$ cat src/rtl/fp_div_sequencer_pkg.sv
// Shared constants and types for the FPU divide sequencer.
//   - IEEE-754 single field widths, exponent bias and canonical special encodings.
//   - Sequencer FSM state and operand class enumerations.
package fp_div_sequencer_pkg;

  localparam int unsigned EXP_W     = 8;
  localparam int unsigned FRAC_W    = 23;
  localparam int unsigned EXP_BIAS  = 127;
  localparam logic [31:0] CANON_NAN = 32'h7FC00000;
  localparam logic [31:0] POS_INF   = 32'h7F800000;

  typedef enum logic [1:0] {
    IDLE,
    LAUNCH,
    WAIT,
    DONE
  } fp_seq_state_t;

  typedef enum logic [1:0] {
    CLS_ZERO,
    CLS_NORM,
    CLS_INF,
    CLS_NAN
  } fp_class_t;

endpackage

$ cat src/rtl/fp_div_sequencer_classify.sv
// Combinational operand classifier for IEEE-754 single precision.
// Denormals are reported as zero because the divide path flushes them.
// Ports:
//   i_op  in  32  operand {sign,exp,frac}; sign is irrelevant to the class
//   o_cls out  2  operand class (zero / normal / infinity / NaN)
module fp_div_sequencer_classify
  import fp_div_sequencer_pkg::*;
(
  input  logic [31:0] i_op,
  output fp_class_t   o_cls
);

  logic [EXP_W-1:0]  w_exp;
  logic [FRAC_W-1:0] w_frac;
  logic              w_unused_sign;

  assign w_exp         = i_op[30:23];
  assign w_frac        = i_op[22:0];
  assign w_unused_sign = i_op[31];

  always_comb begin
    o_cls = CLS_NORM;
    if (w_exp == '0) begin
      o_cls = CLS_ZERO;
    end else if (w_exp == '1) begin
      o_cls = (w_frac == '0) ? CLS_INF : CLS_NAN;
    end
  end

endmodule

$ cat src/rtl/fp_div_sequencer.sv
// Upstream control stage for the iterative FPU divider.
// Accepts an A/B operand pair, resolves special operands locally, otherwise launches the
// divider, waits DIV_LATENCY cycles, clamps the exponent and presents the quotient + flags.
// Ports:
//   fp_clk, fp_rst          clock, synchronous active-high reset
//   in_valid/in_ready       operand handshake; in_a dividend, in_b divisor
//   div_a/div_b/div_start   registered operands and one-cycle launch pulse to the divider
//   div_out                 divider result, sampled DIV_LATENCY cycles after div_start
//   out_valid/out_ready     result handshake; out_data quotient
//   flag_*                  exception flags, exclusive per result
module fp_div_sequencer
  import fp_div_sequencer_pkg::*;
#(
  parameter int unsigned DIV_LATENCY = 27,
  parameter int unsigned CNT_W       = 5
) (
  input  logic        fp_clk,
  input  logic        fp_rst,
  input  logic        in_valid,
  output logic        in_ready,
  input  logic [31:0] in_a,
  input  logic [31:0] in_b,
  output logic [31:0] div_a,
  output logic [31:0] div_b,
  output logic        div_start,
  input  logic [31:0] div_out,
  output logic        out_valid,
  input  logic        out_ready,
  output logic [31:0] out_data,
  output logic        flag_invalid,
  output logic        flag_divzero,
  output logic        flag_overflow,
  output logic        flag_underflow
);

  fp_seq_state_t    r_state, w_state_d;
  logic [CNT_W-1:0] r_cnt;
  logic [31:0]      r_div_a, r_div_b, r_out_data;
  logic             r_invalid, r_divzero, r_overflow, r_underflow;

  fp_class_t        w_cls_a, w_cls_b;

  fp_div_sequencer_classify u_cls_a (
    .i_op  (in_a),
    .o_cls (w_cls_a)
  );

  fp_div_sequencer_classify u_cls_b (
    .i_op  (in_b),
    .o_cls (w_cls_b)
  );

  // Special-operand resolution, evaluated on the incoming pair in priority order.
  logic        w_special, w_spec_inv, w_spec_dz, w_in_sign;
  logic [31:0] w_spec_data;

  assign w_in_sign = in_a[31] ^ in_b[31];

  always_comb begin
    w_special   = 1'b1;
    w_spec_inv  = 1'b0;
    w_spec_dz   = 1'b0;
    w_spec_data = '0;
    if (w_cls_a == CLS_NAN || w_cls_b == CLS_NAN ||
        (w_cls_a == CLS_ZERO && w_cls_b == CLS_ZERO) ||
        (w_cls_a == CLS_INF && w_cls_b == CLS_INF)) begin
      w_spec_data = CANON_NAN;
      w_spec_inv  = 1'b1;
    end else if (w_cls_a == CLS_INF) begin
      w_spec_data = {w_in_sign, POS_INF[30:0]};
    end else if (w_cls_b == CLS_INF) begin
      w_spec_data = {w_in_sign, 31'h0};
    end else if (w_cls_b == CLS_ZERO) begin
      w_spec_data = {w_in_sign, POS_INF[30:0]};
      w_spec_dz   = 1'b1;
    end else if (w_cls_a == CLS_ZERO) begin
      w_spec_data = {w_in_sign, 31'h0};
    end else begin
      w_special   = 1'b0;
    end
  end

  // Exponent clamp on the latched operands. Ten bits hold the full range of
  // a_exp - b_exp + bias - borrow for normal inputs; bit 9 is the sign.
  logic [9:0]  w_exp;
  logic        w_frac_lt, w_ovf, w_unf, w_q_sign;
  logic [31:0] w_clamp_data;
  logic [8:0]  w_unused_div;

  assign w_frac_lt    = (r_div_a[22:0] < r_div_b[22:0]);
  assign w_exp        = {2'b00, r_div_a[30:23]} - {2'b00, r_div_b[30:23]}
                        + 10'(EXP_BIAS) - {9'd0, w_frac_lt};
  assign w_ovf        = !w_exp[9] && (w_exp >= 10'd255);
  assign w_unf        = w_exp[9] || (w_exp == 10'd0);
  assign w_q_sign     = r_div_a[31] ^ r_div_b[31];
  // Divider sign/exponent are ignored; both are recomputed here.
  assign w_unused_div = div_out[31:23];

  always_comb begin
    w_clamp_data = {w_q_sign, w_exp[7:0], div_out[22:0]};
    if (w_ovf) begin
      w_clamp_data = {w_q_sign, POS_INF[30:0]};
    end else if (w_unf) begin
      w_clamp_data = {w_q_sign, 31'h0};
    end
  end

  // FSM state register
  always_ff @(posedge fp_clk) begin
    if (fp_rst) begin
      r_state <= IDLE;
    end else begin
      r_state <= w_state_d;
    end
  end

  // FSM next state and handshake outputs
  always_comb begin
    w_state_d = r_state;
    in_ready  = 1'b0;
    div_start = 1'b0;
    out_valid = 1'b0;
    case (r_state)
      IDLE: begin
        in_ready = 1'b1;
        if (in_valid) begin
          w_state_d = w_special ? DONE : LAUNCH;
        end
      end
      LAUNCH: begin
        div_start = 1'b1;
        w_state_d = WAIT;
      end
      WAIT: begin
        if (r_cnt == '0) begin
          w_state_d = DONE;
        end
      end
      DONE: begin
        out_valid = 1'b1;
        if (out_ready) begin
          w_state_d = IDLE;
        end
      end
      default: w_state_d = IDLE;
    endcase
  end

  // Datapath registers
  always_ff @(posedge fp_clk) begin
    if (fp_rst) begin
      r_cnt       <= '0;
      r_div_a     <= '0;
      r_div_b     <= '0;
      r_out_data  <= '0;
      r_invalid   <= 1'b0;
      r_divzero   <= 1'b0;
      r_overflow  <= 1'b0;
      r_underflow <= 1'b0;
    end else begin
      case (r_state)
        IDLE: begin
          if (in_valid) begin
            r_div_a     <= in_a;
            r_div_b     <= in_b;
            r_invalid   <= w_special & w_spec_inv;
            r_divzero   <= w_special & w_spec_dz;
            r_overflow  <= 1'b0;
            r_underflow <= 1'b0;
            if (w_special) begin
              r_out_data <= w_spec_data;
            end
          end
        end
        LAUNCH: begin
          r_cnt <= CNT_W'(DIV_LATENCY - 1);
        end
        WAIT: begin
          r_cnt <= r_cnt - CNT_W'(1);
          if (r_cnt == '0) begin
            r_out_data  <= w_clamp_data;
            r_overflow  <= w_ovf;
            r_underflow <= !w_ovf && w_unf;
          end
        end
        default: ;
      endcase
    end
  end

  assign div_a          = r_div_a;
  assign div_b          = r_div_b;
  assign out_data       = r_out_data;
  assign flag_invalid   = r_invalid;
  assign flag_divzero   = r_divzero;
  assign flag_overflow  = r_overflow;
  assign flag_underflow = r_underflow;

endmodule

$ cat config.mk
export PLATFORM = sky130hd
export DESIGN_NAME = fp_div_sequencer
export DESIGN_NICKNAME = d
export VERILOG_FILES = /design/src/rtl/fp_div_sequencer_pkg.sv /design/src/rtl/fp_div_sequencer_classify.sv /design/src/rtl/fp_div_sequencer.sv
export SDC_FILE = /design/constraint.sdc
export NUM_CORES = 1
export LEC_CHECK = 0
export CELL_PAD_IN_SITES_DETAIL_PLACEMENT = 2
export CELL_PAD_IN_SITES_GLOBAL_PLACEMENT = 2
export CORE_MARGIN = 2
export CORE_UTILIZATION = 27
export DETAILED_ROUTE_END_ITERATION = 12
export GPL_ROUTABILITY_DRIVEN = 0
export GPL_TIMING_DRIVEN = 0
export PLACE_DENSITY = 0.89
export SYNTH_ARGS = -nofsm -noshare
export SYNTH_HDL_FRONTEND = slang
export SYNTH_SLANG_ARGS = --single-unit
$ cat constraint.sdc
create_clock -name fp_clk -period 10 [get_ports fp_clk]
set_input_delay 3 -clock fp_clk [delete_from_list [all_inputs] [get_ports fp_clk]]
set_output_delay 3 -clock fp_clk [all_outputs]
set_load 0.05 [all_outputs]
==> implementation parameters <==
Parameter                              Value

Outcome
  Outcome ... completed

Die
  Height of the die ... 146 microns
  Die ar. ... 21,400 sq um
  Placeable Area ... 20,000 sq um
  Placement row count ... 52
  Starting density of the core ... 27.3%
  I/O pin count ... 203
  Horizontal extent of the die ... 146 microns

Clocking
  Post_cts resized ... 0
  Buffers from clock root to sink, at most ... 2
  Clock network latency to the later pin of the worst-skew pair ... 360 ps
  Buffer type at the clock tree root ... sky130_fd_sc_hd__clkbuf_16
  Hold buffer count at cts ... 0
  Clock input transition at the sequential cells of the worst setup and hold paths ... 80 ps
  # clock sinks ... 107
  Setup fix buffers added after clock tree synthesis ... 0
  TritonCTS clock tree ... done
  H-tree level count ... 3
  Total CTS buffers ... 9

STA
  Transition at the pin with the smallest max-transition slack ... 744 ps
  Normalized max-slew margin ... 49.8%
  Minimum hold slack ... 459 ps
  RSZ-0062 raised after global routing ... false
  Number of pins exceeding their max-slew limit in the final report ... 0
  Final worst clock skew ... 11.1 ps
  Maximum frequency from static timing analysis ... 182 MHz
  Crit share post-route ... 54.9%
  Number of hold-slack violations in the final timing report ... 0
  Total negative setup slack ... 0 ps
  Clock period minus final worst setup slack ... 5490 ps
  Final setup violation count ... 0

Synth
  Unique cell type count in the Yosys netlist ... 60
  Post-synthesis register bit count ... 107
  Sequential share of the synthesized area ... 39.1%
  Synthesized cell area ... 5480 sq um
  Number of warning messages in the yosys log ... 0
  Synthesized-area fraction occupied by adder cells ... 10.8%
  Net count of the mapped netlist ... 810
  Portion of netlist area occupied by mux cells ... 0.388%
  Proportion of register bits with asynchronous set or reset after synthesis ... 0%
  Gate Count Post-Synth ... 664
  Compound-gate portion of the synthesized area ... 22.7%
  Average size of a mapped cell ... 8.25 sq um
  Flip-flop cell with the highest count after synthesis ... sky130_fd_sc_hd__dfxtp_1
  Post-synthesis xor/xnor area fraction ... 2.22%
  Synth Area in Simple Gates ... 18.9%
  Number of enable flip-flop cells after synthesis ... 0
  Main combinational cell family by area after synthesis ... compound AO/OA/AOI/OAI gates

Layout
  Share of layout cells above drive strength 1 ... 4.13%
  Final Util ... 40.1%
  Layout-stage area growth over the synthesis result ... 46.6%
  Final layout net count ... 1,013

Critical path
  Startpoint kind of the worst setup timing path ... input pin
  Required time at the endpoint of the critical path ... 10,260 ps
  Beginning of the critical path ... in_b[28]
  Start of the worst register-to-register path ... div_b[8]
  Data arrival time of the critical path ... 5750 ps
  Kind of capture point of the worst setup path ... register
  Critical path start-end classification ... input pin to register
  Top fanout value on the critical path ... 10

Detailed routing
  Detailed Route Iter0 Violations ... 199
  Routed via count divided by cell count ... 5.06
  # DRC ... 0
  Post-detailed-routing wire length ... 22,700 microns
  Number of nets with antenna violations after detailed routing ... 0
  Routed WL per cell ... 19.9 microns
  Detailed Routing Iterations Pass 1 ... 4
  Via count ... 5,782

Min path
  Hold_sp ... flag_overflow
  Worst Hold Class ... register to register

Power
  Internal Power ... 1.29 mW
  Share of total power in the clock network ... 13.7%
  PD cells ... 331 nW/um^2
  Share of power burned in combinational logic ... 64.8%
  Total Power ... 2.66 mW
  Peak ir drop on the vdd network ... 0.000163 V
  Leakage ... 2.97 nW
  Sequential share of power ... 21.5%
  Net switching power of the design ... 1.37 mW
  Switching portion of total power ... 51.6%

Job
  Total of max-cap violations ... 0

Placement
  Post-detailed-placement half-perimeter wirelength ... 18,100 microns
  Port Buffer Count ... 192

Global routing
  Antenna violations before repair ... 1
  Wire length of the first global-routing pass ... 35,000 microns
  Leftover overflow at the end of global routing ... 0
  Overall fraction of global-route tracks in use ... 20.9%
  Via count of the first global-routing pass ... 6,217
  Maximum number of pins on one net before global-route repair ... 19
synth_stat cells (6+ instances only):
| library cell | number | area share (%) |
|---|---|---|
| sky130_fd_sc_hd__dfxtp_1 | 107 | 39 |
| sky130_fd_sc_hd__nand4_1 | 11 | 1.3 |
| sky130_fd_sc_hd__ha_1 | 44 | 10 |
| sky130_fd_sc_hd__a22o_1 | 22 | 3.5 |
| sky130_fd_sc_hd__o21ai_0 | 16 | 1.5 |
| sky130_fd_sc_hd__inv_1 | 49 | 3.4 |
| sky130_fd_sc_hd__a21oi_1 | 90 | 8.2 |
| sky130_fd_sc_hd__xnor2_1 | 7 | 1.1 |
| sky130_fd_sc_hd__clkbuf_1 | 24 | 1.6 |
| sky130_fd_sc_hd__nand2_1 | 146 | 10 |
| sky130_fd_sc_hd__a21o_1 | 12 | 1.6 |
| sky130_fd_sc_hd__nor2_1 | 20 | 1.4 |
| sky130_fd_sc_hd__nor3_1 | 6 | 0.55 |
| sky130_fd_sc_hd__a31oi_1 | 6 | 0.69 |
| sky130_fd_sc_hd__nor4_1 | 13 | 1.5 |
power groups by stage:
stage,logic [mW],clock network (mW),registers [mW]
floorplan,0.987,0,0.790
detailed placement,1.70,0,0.582
finish,1.72,0.364,0.572
global placement,1.64,0,0.579
global route,1.86,0.387,0.584
CTS,1.73,0.371,0.574
final cells by class:
| class | instances | area, sq um |
|---|---|---|
| fill | 2304 | 12000 |
| multi-input combinational | 476 | 3010 |
| sequential | 107 | 2140 |
| timing repair buffer | 192 | 1920 |
| tap | 270 | 338 |
| clock buffer | 10 | 239 |
| inverter | 49 | 184 |
| buffer | 32 | 143 |
| clock inverter | 6 | 50.0 |
| antenna | 1 | 2.50 |
state kept, by name, summed over array words and instances, names as in the netlist:
signal          cells
div_a              32
div_b              32
out_data           32
r_cnt               5
r_state             2
flag_divzero        1
flag_invalid        1
flag_overflow       1
flag_underflow      1
critical path, stage by stage:
cell and delay (ps):
sky130_fd_sc_hd__clkdlybuf4s50_1 510, sky130_fd_sc_hd__or4_1 550, sky130_fd_sc_hd__nor2_1 310, sky130_fd_sc_hd__nor2_1 170, sky130_fd_sc_hd__a21oi_1 430, sky130_fd_sc_hd__nor2_1 220, sky130_fd_sc_hd__clkbuf_1 290, sky130_fd_sc_hd__a22o_1 260
through the flow:
step | area [sq um] | cells | setup WS [ps]
final | 8030 | 1143 | 4510
after global routing | 8030 | 1143 | 4330
after CTS | 8030 | 1142 | 4520
after detailed placement | 7740 | 1126 | 4150
after global placement | 7740 | 1126 | 4190
after floorplan | 5480 | 664 | 5170
per-layer routing:
layer  up-vias  global-route usage (%)  share of wire, %
li1       2740                       -                 -
met1      2877                    26.4                45
met2       128                    35.8                49
met3        37                    3.28               3.2
met4         0                    8.01               2.9
met5         -                       0                 0
cells by family after synthesis:
logic type,after synthesis
muxes,2
and+or+nand+nor,228
buffers and inverters,81
adders and majority gates,46
DFF,107
AOI/OAI and AO/OA,187
xor gates and xnor gates,13
cell usage in the layout (no fill, tap or decap), types with 4 or more instances in the layout:
master / Yosys / layout
sky130_fd_sc_hd__or4_1: 5 / 5
sky130_fd_sc_hd__dfxtp_1: 107 / 107
sky130_fd_sc_hd__a211oi_1: 4 / 4
sky130_fd_sc_hd__a31oi_1: 6 / 6
sky130_fd_sc_hd__nor2_1: 20 / 20
sky130_fd_sc_hd__a21o_1: 12 / 12
sky130_fd_sc_hd__nand2_1: 146 / 146
sky130_fd_sc_hd__clkbuf_16: 0 / 9
sky130_fd_sc_hd__o21ai_1: 5 / 5
sky130_fd_sc_hd__o21ai_0: 16 / 16
sky130_fd_sc_hd__clkdlybuf4s50_1: 0 / 192
sky130_fd_sc_hd__nand4_1: 11 / 11
sky130_fd_sc_hd__a22o_1: 22 / 22
sky130_fd_sc_hd__or3_1: 4 / 4
sky130_fd_sc_hd__nand3_1: 4 / 4
sky130_fd_sc_hd__inv_1: 49 / 49
sky130_fd_sc_hd__xor2_1: 5 / 5
sky130_fd_sc_hd__buf_1: 5 / 5
sky130_fd_sc_hd__nor3_1: 6 / 6
sky130_fd_sc_hd__ha_1: 44 / 44
sky130_fd_sc_hd__xnor2_1: 7 / 7
sky130_fd_sc_hd__a21oi_1: 90 / 90
sky130_fd_sc_hd__nor4_1: 13 / 13
sky130_fd_sc_hd__clkbuf_1: 24 / 24
path summary, 6_finish.rpt:
check | cells past startpoint | slack, ps | end
setup reg to reg | 21 | 5090 | out_data[18]
hold reg to reg | 2 | 460 | flag_overflow
setup / recovery | 8 | 4510 | out_data[18]
hold / removal | 2 | 460 | flag_overflow
Power figures use the tool's default switching activity.
